## src/rtl/imem_loader_if.sv

```systemverilog
// Handshake and write-port bundles for the instruction-memory boot loader:
// a byte stream in (valid/ready) and a single-strobe imem write port out.

interface ld_stream_if;
    logic       LD_VALID;
    logic [7:0] LD_DATA;
    logic       LD_READY;

    modport master (output LD_VALID, output LD_DATA, input LD_READY);
    modport slave  (input LD_VALID, input LD_DATA, output LD_READY);
endinterface

interface imem_wr_if #(
    parameter int ADDR_W = 15
);
    logic              IMEM_WE;
    logic [ADDR_W-1:0] IMEM_WADDR;
    logic [31:0]       IMEM_WDATA;

    modport master (output IMEM_WE, output IMEM_WADDR, output IMEM_WDATA);
    modport slave  (input IMEM_WE, input IMEM_WADDR, input IMEM_WDATA);
endinterface

```

## src/rtl/imem_loader.sv

```systemverilog
// Boot loader: takes "N, N little-endian words, checksum byte" off a byte
// stream, writes the words to imem from address 0, then releases the core.

module imem_loader #(
    parameter int IMEM_SIZE = 32768,
    parameter int ADDR_W    = 15
) (
    input  logic        CLK,
    input  logic        RSTN,
    ld_stream_if.slave  ld,
    imem_wr_if.master   imem,
    output logic        CORE_RSTN,
    output logic        DONE,
    output logic        ERR
);

    typedef enum logic [2:0] {
        S_HDR,
        S_DATA,
        S_CSUM,
        S_DONE,
        S_ERR
    } state_e;

    state_e            state_q;
    logic [1:0]        lane_q;
    logic [ADDR_W-1:0] word_q;
    logic [31:0]       n_q;
    logic [23:0]       buf_q;
    logic [7:0]        sum_q;
    logic              ready_q;
    logic              we_q;
    logic [ADDR_W-1:0] waddr_q;
    logic [31:0]       wdata_q;
    logic              core_rstn_q;
    logic              done_q;
    logic              err_q;

    logic              accept;
    logic [31:0]       n_d;
    logic [7:0]        sum_d;
    logic              last_word;

    assign accept    = ld.LD_VALID && ready_q;
    // Bytes arrive LSB first, so shifting in from the top leaves them in place.
    assign n_d       = {ld.LD_DATA, n_q[31:8]};
    assign sum_d     = sum_q + ld.LD_DATA;
    assign last_word = (32'(word_q) == (n_q - 32'd1));

    assign ld.LD_READY     = ready_q;
    assign imem.IMEM_WE    = we_q;
    assign imem.IMEM_WADDR = waddr_q;
    assign imem.IMEM_WDATA = wdata_q;
    assign CORE_RSTN       = core_rstn_q;
    assign DONE            = done_q;
    assign ERR             = err_q;

    // NOTE: every register below uses <= so all of them see the pre-edge
    // values of each other; blocking here would make order of statements matter.
    always_ff @(posedge CLK or negedge RSTN) begin
        if (!RSTN) begin
            state_q     <= S_HDR;
            lane_q      <= 2'd0;
            word_q      <= '0;
            n_q         <= 32'd0;
            buf_q       <= 24'd0;
            sum_q       <= 8'd0;
            ready_q     <= 1'b0;
            we_q        <= 1'b0;
            waddr_q     <= '0;
            wdata_q     <= 32'd0;
            core_rstn_q <= 1'b0;
            done_q      <= 1'b0;
            err_q       <= 1'b0;
        end else begin
            we_q <= 1'b0;
            case (state_q)
                S_HDR: begin
                    ready_q <= 1'b1;
                    if (accept) begin
                        n_q    <= n_d;
                        sum_q  <= sum_d;
                        lane_q <= lane_q + 2'd1;
                        if (lane_q == 2'd3) begin
                            if (n_d > 32'(IMEM_SIZE)) begin
                                state_q <= S_ERR;
                                ready_q <= 1'b0;
                                err_q   <= 1'b1;
                            end else if (n_d == 32'd0) begin
                                state_q <= S_CSUM;
                            end else begin
                                state_q <= S_DATA;
                            end
                        end
                    end
                end

                S_DATA: begin
                    if (accept) begin
                        buf_q  <= {ld.LD_DATA, buf_q[23:8]};
                        sum_q  <= sum_d;
                        lane_q <= lane_q + 2'd1;
                        if (lane_q == 2'd3) begin
                            we_q    <= 1'b1;
                            waddr_q <= word_q;
                            wdata_q <= {ld.LD_DATA, buf_q};
                            word_q  <= word_q + ADDR_W'(1);
                            if (last_word) begin
                                state_q <= S_CSUM;
                            end
                        end
                    end
                end

                S_CSUM: begin
                    if (accept) begin
                        ready_q <= 1'b0;
                        if (ld.LD_DATA == sum_q) begin
                            state_q     <= S_DONE;
                            done_q      <= 1'b1;
                            core_rstn_q <= 1'b1;
                        end else begin
                            state_q <= S_ERR;
                            err_q   <= 1'b1;
                        end
                    end
                end

                // Terminal states hold their registered outputs until RSTN.
                S_DONE, S_ERR: begin
                end

                default: begin
                    state_q <= S_ERR;
                    ready_q <= 1'b0;
                    err_q   <= 1'b1;
                end
            endcase
        end
    end

endmodule
```

## src/flat_wrapper.sv

```systemverilog
// flat-port wrapper written by rule: the top's interface ports become plain ports
module imem_loader_flat 
#(
    parameter int IMEM_SIZE = 32768,
    parameter int ADDR_W    = 15
)
  (CLK, RSTN, CORE_RSTN, DONE, ERR, ld_LD_VALID, ld_LD_DATA, ld_LD_READY, imem_IMEM_WE, imem_IMEM_WADDR, imem_IMEM_WDATA);
  ld_stream_if ld_i ();
  imem_wr_if #(.ADDR_W(ADDR_W)) imem_i ();
  input  logic CLK;
  input  logic RSTN;
  output logic CORE_RSTN;
  output logic DONE;
  output logic ERR;
  input wire logic [$bits(ld_i.LD_VALID)-1:0] ld_LD_VALID;
  input wire logic [$bits(ld_i.LD_DATA)-1:0] ld_LD_DATA;
  output wire logic [$bits(ld_i.LD_READY)-1:0] ld_LD_READY;
  output wire logic [$bits(imem_i.IMEM_WE)-1:0] imem_IMEM_WE;
  output wire logic [$bits(imem_i.IMEM_WADDR)-1:0] imem_IMEM_WADDR;
  output wire logic [$bits(imem_i.IMEM_WDATA)-1:0] imem_IMEM_WDATA;
  assign ld_i.LD_VALID = ld_LD_VALID;
  assign ld_i.LD_DATA = ld_LD_DATA;
  assign ld_LD_READY = ld_i.LD_READY;
  assign imem_IMEM_WE = imem_i.IMEM_WE;
  assign imem_IMEM_WADDR = imem_i.IMEM_WADDR;
  assign imem_IMEM_WDATA = imem_i.IMEM_WDATA;
  imem_loader #(.IMEM_SIZE(IMEM_SIZE), .ADDR_W(ADDR_W)) u_core (.CLK(CLK), .RSTN(RSTN), .ld(ld_i), .imem(imem_i), .CORE_RSTN(CORE_RSTN), .DONE(DONE), .ERR(ERR));
endmodule
```

## config.mk

```make
export PLATFORM = sky130hd
export DESIGN_NAME = imem_loader_flat
export DESIGN_NICKNAME = d
export VERILOG_FILES = /design/src/rtl/imem_loader_if.sv /design/src/rtl/imem_loader.sv /design/src/flat_wrapper.sv
export SDC_FILE = /design/constraint.sdc
export NUM_CORES = 1
export LEC_CHECK = 0
export ABC_AREA = 0
export BUFFER_PORTS_ARGS = -buffer_cell sky130_fd_sc_hd__buf_4
export CORE_MARGIN = 4
export CORE_UTILIZATION = 45
export CTS_CLUSTER_SIZE = 16
export DETAILED_ROUTE_END_ITERATION = 6
export PLACE_DENSITY = 0.66
export SYNTH_ARGS = -nofsm -noshare
export SYNTH_HDL_FRONTEND = slang
export SYNTH_SLANG_ARGS = --single-unit
export TNS_END_PERCENT = 100
```

## constraint.sdc

```tcl
create_clock -name CLK -period 5.8 [get_ports CLK]
set_input_delay 0.87 -clock CLK [delete_from_list [all_inputs] [get_ports CLK]]
set_output_delay 0.87 -clock CLK [all_outputs]
set_load 0.005 [all_outputs]
```

**Yosys cells after proc, flatten, opt, wreduce, memory -nomap -nowiden**

Index checks and enable logic that the tools add are counted.

- Mux-type cells: 24
- Reductions and logical operators: 14
- Equality and inequality tests: 15
- Add/subtract/negate cells: 4
- Bitwise gates (word level): 2
- $lt $le $gt $ge: 1

Operators by type and width:

| cell | number |
|---|---|
| $eq A15 B32 Y1 | 1 |
| $gt A32 B16 Y1 const B | 1 |
| $logic_not A32 Y1 | 1 |
| $sub A32 B1 Y32 const B | 1 |
| $mux W3 | 8 |
| $add A15 B1 Y15 const B | 1 |
| $ne A2 B1 Y1 const B | 7 |
| $mux W1 | 12 |
| $pmux W3 S4 | 1 |
| $add A8 B8 Y8 | 1 |
| $eq A8 B8 Y1 | 1 |
| $reduce_and A2 Y1 | 4 |
| $reduce_and A7 Y1 | 1 |
| $eq A3 B2 Y1 const B | 2 |
| $pmux W1 S3 | 2 |
| $reduce_and A3 Y1 | 2 |
| $reduce_and A6 Y1 | 1 |
| $reduce_or A2 Y1 | 2 |
| $eq A3 B1 Y1 const B | 1 |
| $eq A3 B3 Y1 const B | 1 |
| $logic_not A3 Y1 | 1 |
| $reduce_or A3 Y1 | 1 |
| $add A2 B1 Y2 const B | 1 |
| $eq A2 B2 Y1 const B | 1 |
| 4 further kinds | 5 |

- Flip-flop bits (word level): 135
- Bits of input ports: 11

**Logic depth before layout (Yosys ltp)**

- Word-level depth: 6
- Mapped depth: 10
- Depth with buffers taken out: 10

**Worst setup path before layout**

No wires, ideal clock.

- Path kind: input to register
- Start: input port ld_LD_DATA[1]
- End: register u_core.sum_q[7]
- Arrival time: 2418 ps
- Buffers on the path: 0
- Required time: 5720 ps
- Library setup time: 80 ps
- Path slack: 3302 ps
- Stages on the path: 8
- Cells stage by stage: ha_1 > a21o_1 > a21oi_1 > nor2b_1 > o21a_1 > o41ai_1 > mux2i_1 > xnor2_1

- Cells in the longest elaborated chain, start to end: 1

Ends and longest elaborated chain:

| element | line | text |
|---|---|---|
| start, declared | flat_wrapper.sv:16 | `input wire logic [$bits(ld_i.LD_DATA)-1:0] ld_LD_DATA;` |
| $add A8 B8 Y8 | imem_loader.sv:47 | `assign sum_d = sum_q + ld.LD_DATA;` |
| end signal, assigned | imem_loader.sv:82 | `sum_q <= sum_d;` |
| end signal, assigned | imem_loader.sv:101 | `sum_q <= sum_d;` |
| end, declared | imem_loader.sv:30 | `logic [7:0] sum_q;` |

No other way between the ends.
A chain may end at the register's enable or synchronous reset.

**Final worst setup path**

- Start: register u_core.state_q[2]
- End: register u_core.n_q[16]

- Cells in the longest elaborated chain, start to end: 2

Ends and longest elaborated chain:

| element | line | text |
|---|---|---|
| start, declared | imem_loader.sv:25 | `state_e state_q;` |
| start signal, assigned | imem_loader.sv:62 | `state_q <= S_HDR;` |
| start signal, assigned | imem_loader.sv:86 | `state_q <= S_ERR;` |
| start signal, assigned | imem_loader.sv:90 | `state_q <= S_CSUM;` |
| $logic_not A3 Y1 | imem_loader.sv:77 | `case (state_q)` |
| $reduce_and A2 Y1 (no source line) | n/a |  |
| end signal, assigned | imem_loader.sv:81 | `n_q <= n_d;` |
| end, declared | imem_loader.sv:28 | `logic [31:0] n_q;` |

No other way between the ends.

==> results.yml <==
synth:
  top_post_synthesis_cells_by_area: "dfrtp_1 52%, mux2_2 17%, xnor2_1 3.8%"
  synth-edff-count: 0
  post_synthesis_async_set_or_reset_flop_share_pct: 100
  yosysMostFrequentCell: "dfrtp_1"
  synthesis.nets: 558
  dominantRegCellSynth: "dfrtp_1"
  post_synth.cell_area_avg_um2: 12.1
  number_of_standard_cells_after_synthesis: 536
  synth_warnings: 0
  synth.distinct_cells: 66
  yosys_register_bits: 135
  synth_top_cell_by_area: "dfrtp_1"
  area_share_of_the_largest_cell_type_after_synthesis_pct: 52.1
  synth_common_cells: "135 x dfrtp_1, 99 x mux2_2, 35 x nand2_1, 28 x xnor2_1, 24 x nor2_1"
  synthesized_area_um2: 6490
  part_of_the_yosys_area_used_for_sequential_elements_pct: 52.1
timing:
  rsz0062_at_grt: "no"
  hold_viol: 0
  post-route-period-util_pct: 48.7
  layout_min_cycle_time_ns: 2.82
  max_freq_mhz: 354
  timing.final.setup_violations: 0
  timing_worst_slew_pin_value_ns: 0.865
  worst_clock_skew_ns: 0.00874
  count_of_final_max_slew_check_failures: 0
  totalNegativeSetupSlack_ns: 0
  maxSlewHeadroom_pct: 42.3
placed_design:
  hpwlAfterDp_um: 9540
  gpl.final_weighted_congestion: 0.879
  numPlacedInstances: 758
  port_buffers: 62
global_routing:
  grtUsageTotal_pct: 17.9
  grt_start_max_net_pins: 97
  grt_pass1_wl_um: 23200
  grt.overflow.total: 0
  antenna_found_initial: 0
  first_global_vias: 4525
worst_setup_path:
  crit_reg_reg_endpoint: "u_core.n_q[16]$_DFFE_PN0P_"
  cp_max_fo: 22
  worstPathCellList: "nor2_1 > nand3_1 > nor2_2 > buf_4 > mux2_2"
  critical_path.n_buffers_inverters: 1
  timing_worst_setup_path_type: "reg -> reg"
  worstSetupEndpointType: "flop"
  slowest_stage: "nor2_2"
  cp.arrival_ns: 3.12
  rrSetupSlack_ns: 2.98
  worst-r2r-cell-count: 5
  capturing_instance_or_port_of_the_critical_path: "u_core.n_q[16]$_DFFE_PN0P_"
  critPathLaunch: "u_core.state_q[2]$_DFFE_PN0P_"
  worst_ep_required_time_ns: 6.10
  timing.critical_path.slowest_cell_delay_ns: 0.72
  worst_setup_path_start_kind: "flop"
  cp_top_family: "simple AND/OR/NAND/NOR gates"
  r2r-start: "u_core.state_q[2]$_DFFE_PN0P_"
  depth_of_the_critical_timing_path_with_buffers_and_inverters_included: 5
detailed_routing:
  detail_route.wirelength_um: 13600
  remaining_antenna_violation_count_after_routing: 0
  routedWlPerCell_um: 17.3
  vias_per_cell: 5.52
  detailedRoute.firstIterationViolations: 294
  drt-pass1-iter-count: 4
  drcViolationCount: 0
  detailroute.via_count: 4358
die:
  row_count: 43
  io_pins: 63
  die_h_um: 128
  floorplan.initialDensity_pct: 46.4
  floorplan_core_area_um2: 14000
  die_x_um: 128
  fp.dieArea_um2: 16400
clocking:
  cts_buffers: 17
  tritoncts: "built"
  clkLatencyLatePin_ns: 0.42
  cts_post_setup_buffers_inserted: 0
  ctsLongestPathBuffers: 2
  master_cell_of_the_clock_root_buffer: "clkbuf_16"
  postCtsResizedCells: 0
  cts_hold_buffers: 0
  clock_sinks: 135
  cts_htree_levels: 4
  clk_pin_slew_worst_paths_ns: 0.06
finish:
  final_layout_size_suffix_gt1_share_pct: 34.6
  nFillCells: 1196
  final_core_util_pct: 54.6
  layout.cells.non_filler: 790
  antenna_cells: 0
  syn_to_final_growth_pct: 17.8
  net_count_final: 619
power_and_ir_drop:
  p_per_area_nw_per_um2: 255
  p_leak_nw: 3.75
  comb_power_share_pct: 1.9
  net-switching-power_w: 0.000447
  seq_power_share_pct: 48.4
  power_report.internal_total_w: 0.00150
  p_sw_share_pct: 23.0
  vdd_ir_drop_max_v: 0.000174
  p_clk_share_pct: 49.7
min_path:
  holdCritPathClass: "reg -> reg"
run_status:
  run_status: "completed"
job:
  cap_viol_max_count: 0
state kept, by name, indices dropped and copies added, names as in the netlist:
register and cells:
u_core.sum_q 8, u_core.buf_q 24, u_core.lane_q 2, u_core.ld.LD_READY 1
u_core.CORE_RSTN 1, u_core.ERR 1, u_core.imem.IMEM_WE 1, u_core.imem.IMEM_WADDR 15
u_core.word_q 15, u_core.state_q 3, u_core.n_q 32, u_core.imem.IMEM_WDATA 32
stage by stage:
stage / total power [W] / hold WS (ns) / area, um^2 / setup WS [ns]
6_report: 0.00195 / 0.477 / 7640 / 2.98
5_1_grt: 0.00202 / 0.499 / 7640 / 2.73
4_1_cts: 0.00197 / 0.478 / 7640 / 2.97
3_5_place_dp: 0.000998 / 0.457 / 7110 / 2.72
3_3_place_gp: 0.000997 / 0.455 / 7110 / 2.78
2_1_floorplan: 0.000966 / 0.453 / 6490 / 3.30
cells by family (layout without fill, tap and decap cells):
family | after synthesis | in the layout | share of synthesized area (%)
and+or+nand+nor | 151 | 151 | 13.6
DFF | 135 | 135 | 52.1
muxes | 102 | 102 | 17.7
AOI/OAI and AO/OA | 58 | 58 | 6.37
xor gates and xnor gates | 42 | 42 | 5.67
buffers and inverters | 37 | 111 | 2.41
adders and majority gates | 11 | 11 | 2.24
worst min path at each step:
stage	cells past startpoint	start	to
after CTS	1	u_core.ERR$_DFFE_PN0P_	u_core.ERR$_DFFE_PN0P_
final	1	u_core.ERR$_DFFE_PN0P_	u_core.ERR$_DFFE_PN0P_
after global placement	1	u_core.ERR$_DFFE_PN0P_	u_core.ERR$_DFFE_PN0P_
after floorplan	1	u_core.lane_q[0]$_DFFE_PN0P_	u_core.lane_q[0]$_DFFE_PN0P_
after global routing	1	u_core.ERR$_DFFE_PN0P_	u_core.ERR$_DFFE_PN0P_
after detailed placement	1	u_core.ERR$_DFFE_PN0P_	u_core.ERR$_DFFE_PN0P_
cells in the final DEF (no fill, tap or decap), types with 13 or more instances in the layout:
master	count
dfrtp_1	135
mux2_2	99
buf_4	65
nand2_1	35
xnor2_1	28
nor2_1	23
o21ai_0	18
clkbuf_16	17
xor2_1	14
nor4_1	14
inv_1	13
nand4_1	13
power by group through the flow:
stage                       logic, W  registers (W)  clock network, W
after global routing       0.0000438       0.000941           0.00104
after floorplan           0.00000676       0.000959                 0
final                      0.0000376       0.000942          0.000969
after detailed placement   0.0000393       0.000959                 0
after CTS                  0.0000395       0.000942          0.000992
after global placement     0.0000380       0.000959                 0
area by class of cell:
cell class	count	area, um^2	area share [%]
sequential	135	3380	44.2
multi-input combinational	364	2960	38.7
timing repair buffer	66	499	6.53
clock buffer	19	433	5.67
tap	180	225	2.95
clock inverter	13	100	1.31
inverter	13	48.8	0.639
metal layers:
metal  up-vias  track usage [%]  share of wire (%)
met3        24             4.63                4.1
met2        87             28.0                 47
met5         -                0                  0
met1      2184             24.0                 47
met4         0             6.74                1.8
li1       2063                -                  -
(Power assumes the default switching activity.)
